$ cat src/rtl/i2c_regmap_if.sv
// Byte-level link between the I2C slave (SCL domain) and the register file.
interface i2c_regmap_if;
  logic       i2c_start;
  logic       i2c_stop;
  logic       i2c_r_w;
  logic       i2c_data_vld;
  logic [7:0] i2c_data_out;
  logic [7:0] i2c_data_in;
  logic       i2c_ready;

  modport master (
    output i2c_start, i2c_stop, i2c_r_w, i2c_data_vld, i2c_data_out,
    input  i2c_data_in, i2c_ready
  );

  modport slave (
    input  i2c_start, i2c_stop, i2c_r_w, i2c_data_vld, i2c_data_out,
    output i2c_data_in, i2c_ready
  );
endinterface

$ cat src/rtl/i2c_regmap.sv
// Pointer-then-data register file behind the I2C slave, with auto-increment.
// Define I2C_REGMAP_RO_ID_EN to make register 0 a read-only ID (ID_VAL).
module i2c_regmap #(
  parameter int unsigned NUM_REGS = 16,
  parameter int unsigned PTR_W    = 4,
  parameter logic [7:0]  REG_RST  = 8'h00,
  parameter logic [7:0]  ID_VAL   = 8'hA5
) (
  input  logic                    clk,
  input  logic                    rst,
  i2c_regmap_if.slave             bus,
  output logic                    wr_pulse,
  output logic [PTR_W-1:0]        wr_addr,
  output logic [NUM_REGS*8-1:0]   reg_q,
  output logic [PTR_W-1:0]        ptr_q
);

`ifdef I2C_REGMAP_RO_ID_EN
  localparam logic RO_ID = 1'b1;
`else
  localparam logic RO_ID = 1'b0;
`endif

  typedef enum logic [1:0] {IDLE, PTR, DATA} state_t;

  state_t            state_q, state_d;
  logic [2:0]        start_sync_q, start_sync_d;
  logic [2:0]        stop_sync_q, stop_sync_d;
  logic [2:0]        vld_sync_q, vld_sync_d;
  logic [1:0]        rw_sync_q, rw_sync_d;
  logic [7:0]        regs_q [NUM_REGS];
  logic [7:0]        regs_d [NUM_REGS];
  logic [PTR_W-1:0]  ptr_d;
  logic              wr_pulse_q, wr_pulse_d;
  logic [PTR_W-1:0]  wr_addr_q, wr_addr_d;
  logic [7:0]        data_in_q, data_in_d;
  logic              ready_q, ready_d;
  logic              start_ev, stop_ev, byte_ev, rw_s;

  assign start_ev = start_sync_q[1] & ~start_sync_q[2];
  assign stop_ev  = stop_sync_q[1]  & ~stop_sync_q[2];
  assign byte_ev  = ~vld_sync_q[1]  &  vld_sync_q[2];
  assign rw_s     = rw_sync_q[1];

  always_comb begin
    start_sync_d = {start_sync_q[1:0], bus.i2c_start};
    stop_sync_d  = {stop_sync_q[1:0],  bus.i2c_stop};
    vld_sync_d   = {vld_sync_q[1:0],   bus.i2c_data_vld};
    rw_sync_d    = {rw_sync_q[0],      bus.i2c_r_w};
    ready_d      = 1'b1;
    data_in_d    = (RO_ID && ptr_q == '0) ? ID_VAL : regs_q[ptr_q];
  end

  // Byte handling uses the pre-event state; start/stop override the next state
  // afterwards, start last so it wins over a same-cycle stop.
  always_comb begin
    state_d    = state_q;
    ptr_d      = ptr_q;
    regs_d     = regs_q;
    wr_pulse_d = 1'b0;
    wr_addr_d  = wr_addr_q;
    if (byte_ev && state_q != IDLE) begin
      if (rw_s) begin
        ptr_d   = ptr_q + 1'b1;
        state_d = DATA;
      end else if (state_q == PTR) begin
        ptr_d   = bus.i2c_data_out[PTR_W-1:0];
        state_d = DATA;
      end else begin
        if (!(RO_ID && ptr_q == '0)) begin
          regs_d[ptr_q] = bus.i2c_data_out;
          wr_pulse_d    = 1'b1;
          wr_addr_d     = ptr_q;
        end
        ptr_d = ptr_q + 1'b1;
      end
    end
    if (stop_ev)  state_d = IDLE;
    if (start_ev) state_d = PTR;
  end

  always_ff @(posedge clk) begin
    if (rst) begin
      state_q      <= IDLE;
      start_sync_q <= '0;
      stop_sync_q  <= '0;
      vld_sync_q   <= '0;
      rw_sync_q    <= '0;
      regs_q       <= '{default: REG_RST};
      ptr_q        <= '0;
      wr_pulse_q   <= 1'b0;
      wr_addr_q    <= '0;
      data_in_q    <= '0;
      ready_q      <= 1'b0;
    end else begin
      state_q      <= state_d;
      start_sync_q <= start_sync_d;
      stop_sync_q  <= stop_sync_d;
      vld_sync_q   <= vld_sync_d;
      rw_sync_q    <= rw_sync_d;
      regs_q       <= regs_d;
      ptr_q        <= ptr_d;
      wr_pulse_q   <= wr_pulse_d;
      wr_addr_q    <= wr_addr_d;
      data_in_q    <= data_in_d;
      ready_q      <= ready_d;
    end
  end

  always_comb begin
    for (int unsigned k = 0; k < NUM_REGS; k++) begin
      reg_q[8*k +: 8] = regs_q[k];
    end
    if (RO_ID) reg_q[7:0] = ID_VAL;
  end

  assign wr_pulse        = wr_pulse_q;
  assign wr_addr         = wr_addr_q;
  assign bus.i2c_data_in = data_in_q;
  assign bus.i2c_ready   = ready_q;

endmodule
$ cat src/flat_wrapper.sv
// flat-port wrapper written by rule: the top's interface ports become plain ports
module i2c_regmap_flat 
#(
  parameter int unsigned NUM_REGS = 16,
  parameter int unsigned PTR_W    = 4,
  parameter logic [7:0]  REG_RST  = 8'h00,
  parameter logic [7:0]  ID_VAL   = 8'hA5
)
  (clk, rst, wr_pulse, wr_addr, reg_q, ptr_q, bus_i2c_start, bus_i2c_stop, bus_i2c_r_w, bus_i2c_data_vld, bus_i2c_data_out, bus_i2c_data_in, bus_i2c_ready);
  i2c_regmap_if bus_i ();
  input  logic clk;
  input  logic rst;
  output logic wr_pulse;
  output logic [PTR_W-1:0] wr_addr;
  output logic [NUM_REGS*8-1:0] reg_q;
  output logic [PTR_W-1:0] ptr_q;
  input wire logic [$bits(bus_i.i2c_start)-1:0] bus_i2c_start;
  input wire logic [$bits(bus_i.i2c_stop)-1:0] bus_i2c_stop;
  input wire logic [$bits(bus_i.i2c_r_w)-1:0] bus_i2c_r_w;
  input wire logic [$bits(bus_i.i2c_data_vld)-1:0] bus_i2c_data_vld;
  input wire logic [$bits(bus_i.i2c_data_out)-1:0] bus_i2c_data_out;
  output wire logic [$bits(bus_i.i2c_data_in)-1:0] bus_i2c_data_in;
  output wire logic [$bits(bus_i.i2c_ready)-1:0] bus_i2c_ready;
  assign bus_i.i2c_start = bus_i2c_start;
  assign bus_i.i2c_stop = bus_i2c_stop;
  assign bus_i.i2c_r_w = bus_i2c_r_w;
  assign bus_i.i2c_data_vld = bus_i2c_data_vld;
  assign bus_i.i2c_data_out = bus_i2c_data_out;
  assign bus_i2c_data_in = bus_i.i2c_data_in;
  assign bus_i2c_ready = bus_i.i2c_ready;
  i2c_regmap #(.NUM_REGS(NUM_REGS), .PTR_W(PTR_W), .REG_RST(REG_RST), .ID_VAL(ID_VAL)) u_core (.clk(clk), .rst(rst), .bus(bus_i), .wr_pulse(wr_pulse), .wr_addr(wr_addr), .reg_q(reg_q), .ptr_q(ptr_q));
endmodule
$ cat config.mk
export PLATFORM = sky130hd
export DESIGN_NAME = i2c_regmap_flat
export DESIGN_NICKNAME = d
export VERILOG_FILES = /design/src/rtl/i2c_regmap_if.sv /design/src/rtl/i2c_regmap.sv /design/src/flat_wrapper.sv
export SDC_FILE = /design/constraint.sdc
export NUM_CORES = 1
export LEC_CHECK = 0
export ABC_AREA = 1
export ABC_CLOCK_PERIOD_IN_PS = 1900
export BUFFER_PORTS_ARGS = -buffer_cell sky130_fd_sc_hd__buf_2
export CAP_MARGIN = 30
export CORE_ASPECT_RATIO = 0.7
export CORE_MARGIN = 2
export CORE_UTILIZATION = 50
export CTS_BUF_LIST = sky130_fd_sc_hd__clkbuf_8
export CTS_CLUSTER_SIZE = 25
export DETAILED_ROUTE_END_ITERATION = 10
export GPL_ROUTABILITY_DRIVEN = 1
export PLACE_DENSITY = 0.86
export SYNTH_ARGS = -nofsm -noshare
export SYNTH_HDL_FRONTEND = slang
export SYNTH_SLANG_ARGS = --single-unit
$ cat constraint.sdc
create_clock -name clk -period 1.9 [get_ports clk]
set_input_delay 0.19 -clock clk [delete_from_list [all_inputs] [get_ports clk]]
set_output_delay 0.19 -clock clk [all_outputs]
set_load 0.01 [all_outputs]
[Word-level counts from Yosys, hierarchy flattened]
Cells that the tools add are included.
Word-level totals
  bits in registers: 159
  bits in latches: 0
  memory bits (writable): 0
  memory bits (read-only): 0
  input bits: 14
  output and inout port bits: 146
  word-level logic and storage cells: 67
  memories kept: 0
Operators by class
  $add $sub $neg: 1
  multiply operators: 0
  divide/modulo/power cells: 0
  order comparisons: 2
  equality and inequality tests: 1
  shifts and indexed selects: 0
  muxes and demuxes: 15
  bitwise operators: 10
  reductions and logical operators: 11
Operator list (number)
  $bwmux 128: 1
  $bmux 8 s4: 1
  $demux 8 s4: 1
  $mux 8: 3
  $mux 4: 2
  $not 1->1: 6
  $reduce_or 3->1: 2
  $ge 5x5->1 const B: 1
  $lt 5x1->1 const B: 1
  $mux 1: 5
  $not 4->5: 1
  $add 4x1->4 const B: 1
  $mux 2: 2
  $reduce_and 2->1: 2
  $reduce_bool 2->1: 2
  $reduce_bool 4->1: 1
  $and 1x1->1: 3
  $reduce_and 3->1: 1
  $reduce_bool 3->1: 1
  $eq 2x1->1 const B: 1
  $logic_and 1x1->1: 2

[Depth between registers and ports, before layout]
Gate-level depths: netlist of run 1.
  word-level depth: 6
  depth in mapped cells: 11
  gate-level depth less buffers: 8

[Least setup slack after synthesis of run 1]
OpenSTA, ideal clock, no wires.
  path type: reg2reg
  start: register u_core.ptr_q[1]
  end: register u_core.regs_q, in the netlist u_core.reg_q[71]
  library setup time: 0.132 ns
  data arrival time: 1.913 ns
  data required time: 1.768 ns
  path slack: -0.146 ns
  stages on the path, launching flop included: 10
  path buffers: 2
  clock period less this slack: 2.046 ns
  path through: dfxtp_1 buf_2 clkinv_1 clkbuf_1 ha_1 inv_1 nor2_1 nand2_1 nand2_1 a21oi_1
On the way
  cells in the longest elaborated chain, start to end: 6
  elaborated cells on any way between the ends: 7
  classes of those cells: order compare: 2; mux: 3; bitwise: 1; reduce/logical: 1
Ends and longest elaborated chain
  start, declared: RTL line i2c_regmap.sv:15  | output logic [PTR_W-1:0] ptr_q
  start signal, assigned: RTL line i2c_regmap.sv:102  | ptr_q <= ptr_d;
  $not 4->5 (implied by the code) (*): RTL line i2c_regmap.sv:71  | regs_d[ptr_q] = bus.i2c_data_out;
  $ge 5x5->1 (implied by the code) or $lt 5x1->1 (tied branches): RTL line i2c_regmap.sv:71
  $logic_and 1x1->1 (implied by the code): RTL line i2c_regmap.sv:71
  $mux 8 (implied by the code): RTL line i2c_regmap.sv:71
  $demux 8 s4 (*): RTL line i2c_regmap.sv:71
  $bwmux 128 (*): RTL line i2c_regmap.sv:71
  end signal, assigned: RTL line i2c_regmap.sv:101  | regs_q <= regs_d;
  end, declared: RTL line i2c_regmap.sv:31  | logic [7:0] regs_q [NUM_REGS];
Every way passes the cells marked *; elsewhere a longest branch is shown, timed or not.
A chain may end at the register's enable or synchronous reset.

[Worst setup path after layout of run 1]
  start: register u_core.state_q[0]
  end: register u_core.regs_q, in the netlist u_core.reg_q[53]
On the way
  cells in the longest elaborated chain, start to end: 3
  elaborated cells on any way between the ends: 5
  classes of those cells: eq/ne: 1; bitwise: 1; reduce/logical: 3
Ends and longest elaborated chain
  start, declared: RTL line i2c_regmap.sv:26  | state_t state_q, state_d;
  start signal, assigned: RTL line i2c_regmap.sv:96  | state_q <= state_d;
  $eq 2x1->1 or $reduce_bool 2->1 (tied branches): RTL line i2c_regmap.sv:66, i2c_regmap.sv:62
  $not 1->1 (no line) or $logic_and 1x1->1 (tied branches)
  $reduce_and 3->1 (no line) (*)
Marked as above.

==> flow_metrics.env, run 1 <==
export IMPL_status="finished, final reports clean"
export IMPL_cts_tree="yes"
export IMPL_cts_made_buffers=17
export IMPL_ys_seq_elements=159
export IMPL_p_sw_share_pct=23.77
export IMPL_yosysSeqAreaShare_pct=42.22
export IMPL_maxSlewViolCount=0
export IMPL_syn_mean_instance_area_um2=6.504
export IMPL_fin_area_um2=9024
export IMPL_syn_cell_area_um2=7538
export IMPL_multi_input_area_um2=3446
export IMPL_drive_gt1_share_pct=18.76
export IMPL_grt_util_met1_pct=43.99
export IMPL_vias_per_cell=5.525
export IMPL_combPwrFrac_pct=3.6
export IMPL_yosys_warnings=0
export IMPL_root_buffer="clkbuf_8"
export IMPL_gp_congestion=0.9045
export IMPL_grt_pass1_wl_um=37710
export IMPL_crit_path_end_kind="flip-flop"
export IMPL_synth_area_top_cells="dfxtp_1, nand2_1, nand3_1, a21oi_1, inv_1"
export IMPL_nets=1316
export IMPL_syn_num_nets=1177
export IMPL_seq_area_um2=3184
export IMPL_yosysUniqueCellTypes=20
export IMPL_dpl_hpwl_um=16580
export IMPL_grt_setup_unrepaired="false"
export IMPL_max_freq_mhz=564.6
export IMPL_worst_slew_pin_transition_ns=0.5814
export IMPL_startpoint_type="flip-flop"
export IMPL_critPathTopFamily="buffers and inverters"
export IMPL_irDropWorstVdd_uv=434.9
export IMPL_clk_pin_slew_ns=0.09
export IMPL_fin_cells=1506
export IMPL_period_share_pct=93.22
export IMPL_critical_path_class="reg2reg"
export IMPL_die_area_um2=16090
export IMPL_p_switching_mw=1.540
export IMPL_grt_overflow=0
export IMPL_skew_ns=0.009949
export IMPL_syn_to_final_growth_pct=19.70
export IMPL_use_met2_pct=43.80
export IMPL_synth_top_area_share_pct=42.22
export IMPL_holdCritPathClass="in2reg"
export IMPL_synthesis_instances=1159
export IMPL_placementRows=37
export IMPL_drc=0
export IMPL_grt_usage_pct=30.19
export IMPL_cts_buffer_depth=2
export IMPL_clk_latency_ns=0.47
export IMPL_min_period_ns=1.771
export IMPL_vias=8320
export IMPL_cts_sinks=159
export IMPL_cap_viol_max_count=0
export IMPL_internal_power_mw=4.939
export IMPL_slew_headroom_pct=61.24
export IMPL_holdPathStages=2
export IMPL_cp_num_cells=8
export IMPL_fill_cells=1335
export IMPL_powerDensity_nw_per_um2=718.0
export IMPL_placed_area_um2=8519
export IMPL_floorplan_initialDensity_pct=51.21
export IMPL_power_static_leakage_nw=4.038
export IMPL_dp_cells=1470
export IMPL_h_tree_depth=4
export IMPL_slowest_stage="dfxtp_1"
export IMPL_setup_viol=0
export IMPL_antenna_found_initial=0
export IMPL_wl_per_cell_um=16.28
export IMPL_hold_viol=0
export IMPL_grt_pass1_vias=7162
export IMPL_num_antenna_cells=0
export IMPL_reg2regPathDepth=8
export IMPL_p_clk_share_pct=44.7
export IMPL_cp_num_buf_inv=3
export IMPL_drt_iter0_drc=1092
export IMPL_max_stage_delay_ns=0.39
export IMPL_port_buffers=159
export IMPL_fin_util_pct=61.30
export IMPL_power_frac_seq_pct=51.7
export IMPL_num_io_pins=160
export IMPL_synth_area_leader_cell="dfxtp_1"
export IMPL_required_ns=2.29
export IMPL_critical_path_max_fanout=63
export IMPL_drt_pass1_iter_count=6
export IMPL_die_y_um=106.7
export IMPL_grt_max_degree=73
export IMPL_wl_um=24520
export IMPL_use_met3_pct=7.404
export IMPL_crit_arrival_ns=2.17
export IMPL_core_um2=14720
export IMPL_dieWidth_um=150.8
export IMPL_r2r_slack_ns=0.13
export IMPL_ant_nets=0
export IMPL_busiest_layer="met1"
export IMPL_crit_chain="inv_2 > nand2_1 > nand3_2 > nor2_4 > buf_12 > buf_4 > nand3_1 > a21oi_1"
-- sequential cells by signal, indices dropped and copies added, names as in the netlist, 2 cells and up --
signal                  count
u_core.vld_sync_q           3
u_core.ptr_q                4
u_core.stop_sync_q          3
u_core.bus.i2c_data_in      8
u_core.state_q              2
u_core.reg_q              128
u_core.start_sync_q         3
u_core.wr_addr              4
u_core.rw_sync_q            2
-- routing by layer --
layer	vias to the layer above	routed length, um	part of all wire [%]
met3	50	3426	14
li1	3918	-	-
met4	0	497	2.0
met5	-	0	0
met2	580	10400	42
met1	3772	10190	42
-- layout by cell type (no fill, tap or decap) --
cell	instances
nand3_2	1
clkinv_4	5
inv_6	1
clkinv_1	2
nand2_1	368
dlygate4sd3_1	4
nand3_1	200
nor2_1	31
a21oi_1	138
dfxtp_2	1
buf_4	27
nor3_1	1
o211ai_1	1
ha_1	4
buf_2	158
inv_2	6
nor2_2	10
clkbuf_8	20
clkinvlp_4	1
bufinv_16	4
or2_2	2
buf_12	3
o21ai_0	6
dfxtp_1	158
nor2_4	7
inv_1	152
-- cells by family (layout without fill, tap and decap cells) --
logic type      Yosys count  in the layout  synth area share, %
simple gates            620            620                35.22
buf+inv                 231            383                12.23
flops                   159            159                42.22
compound gates          145            145                9.660
fa+ha+maj                 4              4               0.6639
-- area by class of cell --
type                            instances  area share, %
Tap cell                              195          2.704
Multi-Input combinational cell        769          38.19
Clock inverter                         12          2.038
Inverter                              159          6.614
Timing Repair Buffer                  192          12.12
Sequential cell                       159          35.29
Clock buffer                           20          3.050
-- path summary, 6_finish.rpt --
| kind | start | to |
|---|---|---|
| worst max-delay path | u_core.state_q[0] | u_core.reg_q[53] |
| worst min-delay path | rst | u_core.reg_q[113] |
| worst max register to register | u_core.state_q[0] | u_core.reg_q[53] |
| worst min register to register | u_core.vld_sync_q[0] | u_core.vld_sync_q[1] |
-- power by group through the flow --
stage | sequential [mW] | clock [mW] | combinational (mW)
after floorplan | 3.43 | 0 | 0.133
after global placement | 3.43 | 0 | 0.214
after detailed placement | 3.43 | 0 | 0.215
after CTS | 3.35 | 2.90 | 0.222
after global routing | 3.35 | 3.03 | 0.243
final | 3.35 | 2.90 | 0.232
-- synth_stat cells, drive strengths merged --
| cell | count |
|---|---|
| a21oi | 138 |
| buf | 29 |
| clkbuf | 43 |
| clkinv | 2 |
| dfxtp | 159 |
| ha | 4 |
| inv | 157 |
| nand2 | 368 |
| nand3 | 201 |
| nor2 | 48 |
| nor3 | 1 |
| o211ai | 1 |
| o21ai | 6 |
| or2 | 2 |
-- timing repair --
item,in CTS,in global routing
hold endpoints to repair,4,0
gates resized for setup,0,2
hold buffers,4,0
buffers inserted,0,0
setup endpoints to repair,0,8
-- through the flow --
step           setup WS, ns  hold WS (ns)  setup TNS, ns  power, mW
4_1_cts              0.1019       0.05053              0      6.467
5_1_grt             0.03000       0.04718              0      6.622
2_1_floorplan     -0.009392        0.2970        -0.4433      3.560
3_5_place_dp         0.1946        0.3964              0      3.642
3_3_place_gp         0.2657        0.3928              0      3.640
6_report             0.1288       0.06090              0      6.479
Note: power is estimated with default switching activity, not from simulation.
==> run 2, diff against run 1 <==
--- a/config.mk
+++ b/config.mk
@@ -9,14 +9,17 @@
 export ABC_CLOCK_PERIOD_IN_PS = 1900
 export BUFFER_PORTS_ARGS = -buffer_cell sky130_fd_sc_hd__buf_2
 export CAP_MARGIN = 30
+export CELL_PAD_IN_SITES_DETAIL_PLACEMENT = 1
+export CELL_PAD_IN_SITES_GLOBAL_PLACEMENT = 1
 export CORE_ASPECT_RATIO = 0.7
 export CORE_MARGIN = 2
-export CORE_UTILIZATION = 50
+export CORE_UTILIZATION = 35
 export CTS_BUF_LIST = sky130_fd_sc_hd__clkbuf_8
 export CTS_CLUSTER_SIZE = 25
 export DETAILED_ROUTE_END_ITERATION = 10
 export GPL_ROUTABILITY_DRIVEN = 1
 export PLACE_DENSITY = 0.86
+export SETUP_SLACK_MARGIN = 0.15
 export SYNTH_ARGS = -nofsm -noshare
 export SYNTH_HDL_FRONTEND = slang
 export SYNTH_SLANG_ARGS = --single-unit
==> run 2 against run 1 <==
Net effect:
- core utilization shrank 17 points
- via count grew 1.3%
- clock-buffer cell count shrank 3
- non-clock buffer count grew 4
- critical path depth shrank 2
- first-iteration DRC count shrank 27%
- worst setup slack gained 0.073 ns
- critical path type unchanged
- largest power group unchanged
- highest routed layer unchanged
==> flow_metrics.env, run 2 (synthesis results as in run 1) <==
export IMPL_highest_layer="met4"
export IMPL_holdCritPathClass="in2reg"
export IMPL_period_share_pct=89.41
export IMPL_routed_wl_met3_um=2605
export IMPL_wl_per_cell_um=19.38
export IMPL_clk_latency_ns=0.48
export IMPL_fin_util_pct=44.48
export IMPL_ant_nets=0
export IMPL_die_area_um2=22750
export IMPL_crit_path_end_kind="flip-flop"
export IMPL_cts_tree="yes"
export IMPL_cts_buffer_depth=2
export IMPL_root_buffer="clkbuf_8"
export IMPL_power_static_leakage_nw=4.102
export IMPL_floorplan_initialDensity_pct=36.03
export IMPL_vias=8424
export IMPL_placed_area_um2=8696
export IMPL_largest_register_ffs=128
export IMPL_setup_viol=0
export IMPL_layout_commonest_cell="nand2_1"
export IMPL_startpoint_type="flip-flop"
export IMPL_grt_pass1_wl_um=47700
export IMPL_slew_headroom_pct=58.75
export IMPL_hold_viol=0
export IMPL_core_um2=20920
export IMPL_cts_made_buffers=17
export IMPL_grt_overflow=0
export IMPL_h_tree_depth=4
export IMPL_placementRows=44
export IMPL_antenna_found_initial=0
export IMPL_setup_tns_ns=0
export IMPL_num_io_pins=160
export IMPL_dpl_hpwl_um=20660
export IMPL_port_buffers=159
export IMPL_vias_per_cell=5.295
export IMPL_dieWidth_um=179.4
export IMPL_irDropWorstVdd_uv=379.6
export IMPL_max_freq_mhz=588.7
export IMPL_mostFrequentLayoutCells="nand2_1, nand3_1, buf_2, dfxtp_1, inv_1"
export IMPL_die_y_um=126.8
export IMPL_fill_cells=2781
export IMPL_dr_wl_met2_um=13020
export IMPL_skew_ns=0.01574
export IMPL_powerDensity_nw_per_um2=699.9
export IMPL_status="finished, final reports clean"
export IMPL_cts_sinks=159
export IMPL_critical_path_max_fanout=8
export IMPL_fin_area_um2=9305
export IMPL_crit_arrival_ns=2.05
export IMPL_clk_pin_slew_ns=0.09
export IMPL_required_ns=2.25
export IMPL_cap_viol_max_count=0
export IMPL_drt_iter0_drc=792
export IMPL_hp_start="rst"
export IMPL_wl_um=30840
export IMPL_reg2reg_from="u_core.ptr_q[2]"
export IMPL_maxSlewViolCount=0
export IMPL_drt_pass1_iter_count=5
export IMPL_grt_pass1_vias=8247
export IMPL_grt_usage_pct=26.87
export IMPL_grt_max_degree=58
export IMPL_num_antenna_cells=0
export IMPL_worst_slew_pin_transition_ns=0.6187
export IMPL_syn_to_final_growth_pct=23.44
export IMPL_startpoint="u_core.ptr_q[2]"
export IMPL_drc=0
export IMPL_drive_gt1_share_pct=20.23
export IMPL_critical_path_class="reg2reg"
export IMPL_grt_setup_unrepaired="true"
export IMPL_nets=1320
export IMPL_min_period_ns=1.699
export IMPL_wl_met1_um=14750
export IMPL_gp_congestion=0.8825
## run 2: changes by cell type in the layout (fill, tap and decap cells not counted), sizes merged
cell / before / now
bufbuf: 0 / 1
inv: 159 / 162
clkinvlp: 1 / 3
bufinv: 4 / 5
clkinv: 7 / 4
clkbuf: 20 / 17
buf: 188 / 191
## run 2: stage by stage
stage | hold slack, ns | total power, mW | setup WS [ns] | instances
floorplan | 0.2970 | 3.561 | 0.1730 | 1159
global placement | 0.3963 | 3.656 | 0.2157 | 1550
detailed placement | 0.4042 | 3.661 | 0.1618 | 1550
CTS | 0.04968 | 6.536 | 0.1569 | 1590
global route | 0.06629 | 6.698 | 0.1332 | 1591
finish | 0.07522 | 6.513 | 0.2013 | 1591
## run 2: where the power goes
group | switching, mW | internal, mW
sequential | 0.00646 | 3.34
combinational | 0.200 | 0.0536
clock | 1.37 | 1.54
total | 1.58 | 4.93
## run 2: layer usage
metal	up-vias	global-route usage [%]
met2	370	39.24
met3	47	6.173
li1	3917	-
met4	0	6.600
met1	4090	39.72
met5	-	0
## run 2: worst max-delay path, cell delays in order, from the launching register on
cell and delay (ns):
dfxtp_1 0.43, buf_4 0.17, nand2_1 0.26, nor2_2 0.27
nand2_1 0.24, nand2_1 0.12, a21oi_1 0.07
## run 2: cell type report
cell class                      instances  area (um^2)  area share (%)
Clock buffer                           17        234.0           2.514
Clock inverter                         15        205.2           2.205
Inverter                              159        598.1           6.427
Multi-Input combinational cell        769         3528           37.92
Sequential cell                       159         3189           34.27
Tap cell                              276        345.3           3.711
Timing Repair Buffer                  196         1205           12.95
## run 2: path summary, 6_finish.rpt
check | endpoint | cells after the start | slack [ns]
max | u_core.reg_q[123] | 6 | 0.20
min | u_core.reg_q[100] | 2 | 0.08
max reg2reg | u_core.reg_q[123] | 6 | 0.20
min reg2reg | u_core.start_sync_q[1] | 2 | 0.41
## run 2: timing repair
| action | in CTS | in global routing |
|---|---|---|
| endpoints found under the setup margin | 22 | 126 |
| hold buffers | 4 | 0 |
| pin swaps | 1 | 4 |
| setup buffers | 2 | 1 |
| cloned | 2 | 0 |
| resized for setup | 3 | 12 |
| endpoints found under the hold margin | 4 | 0 |
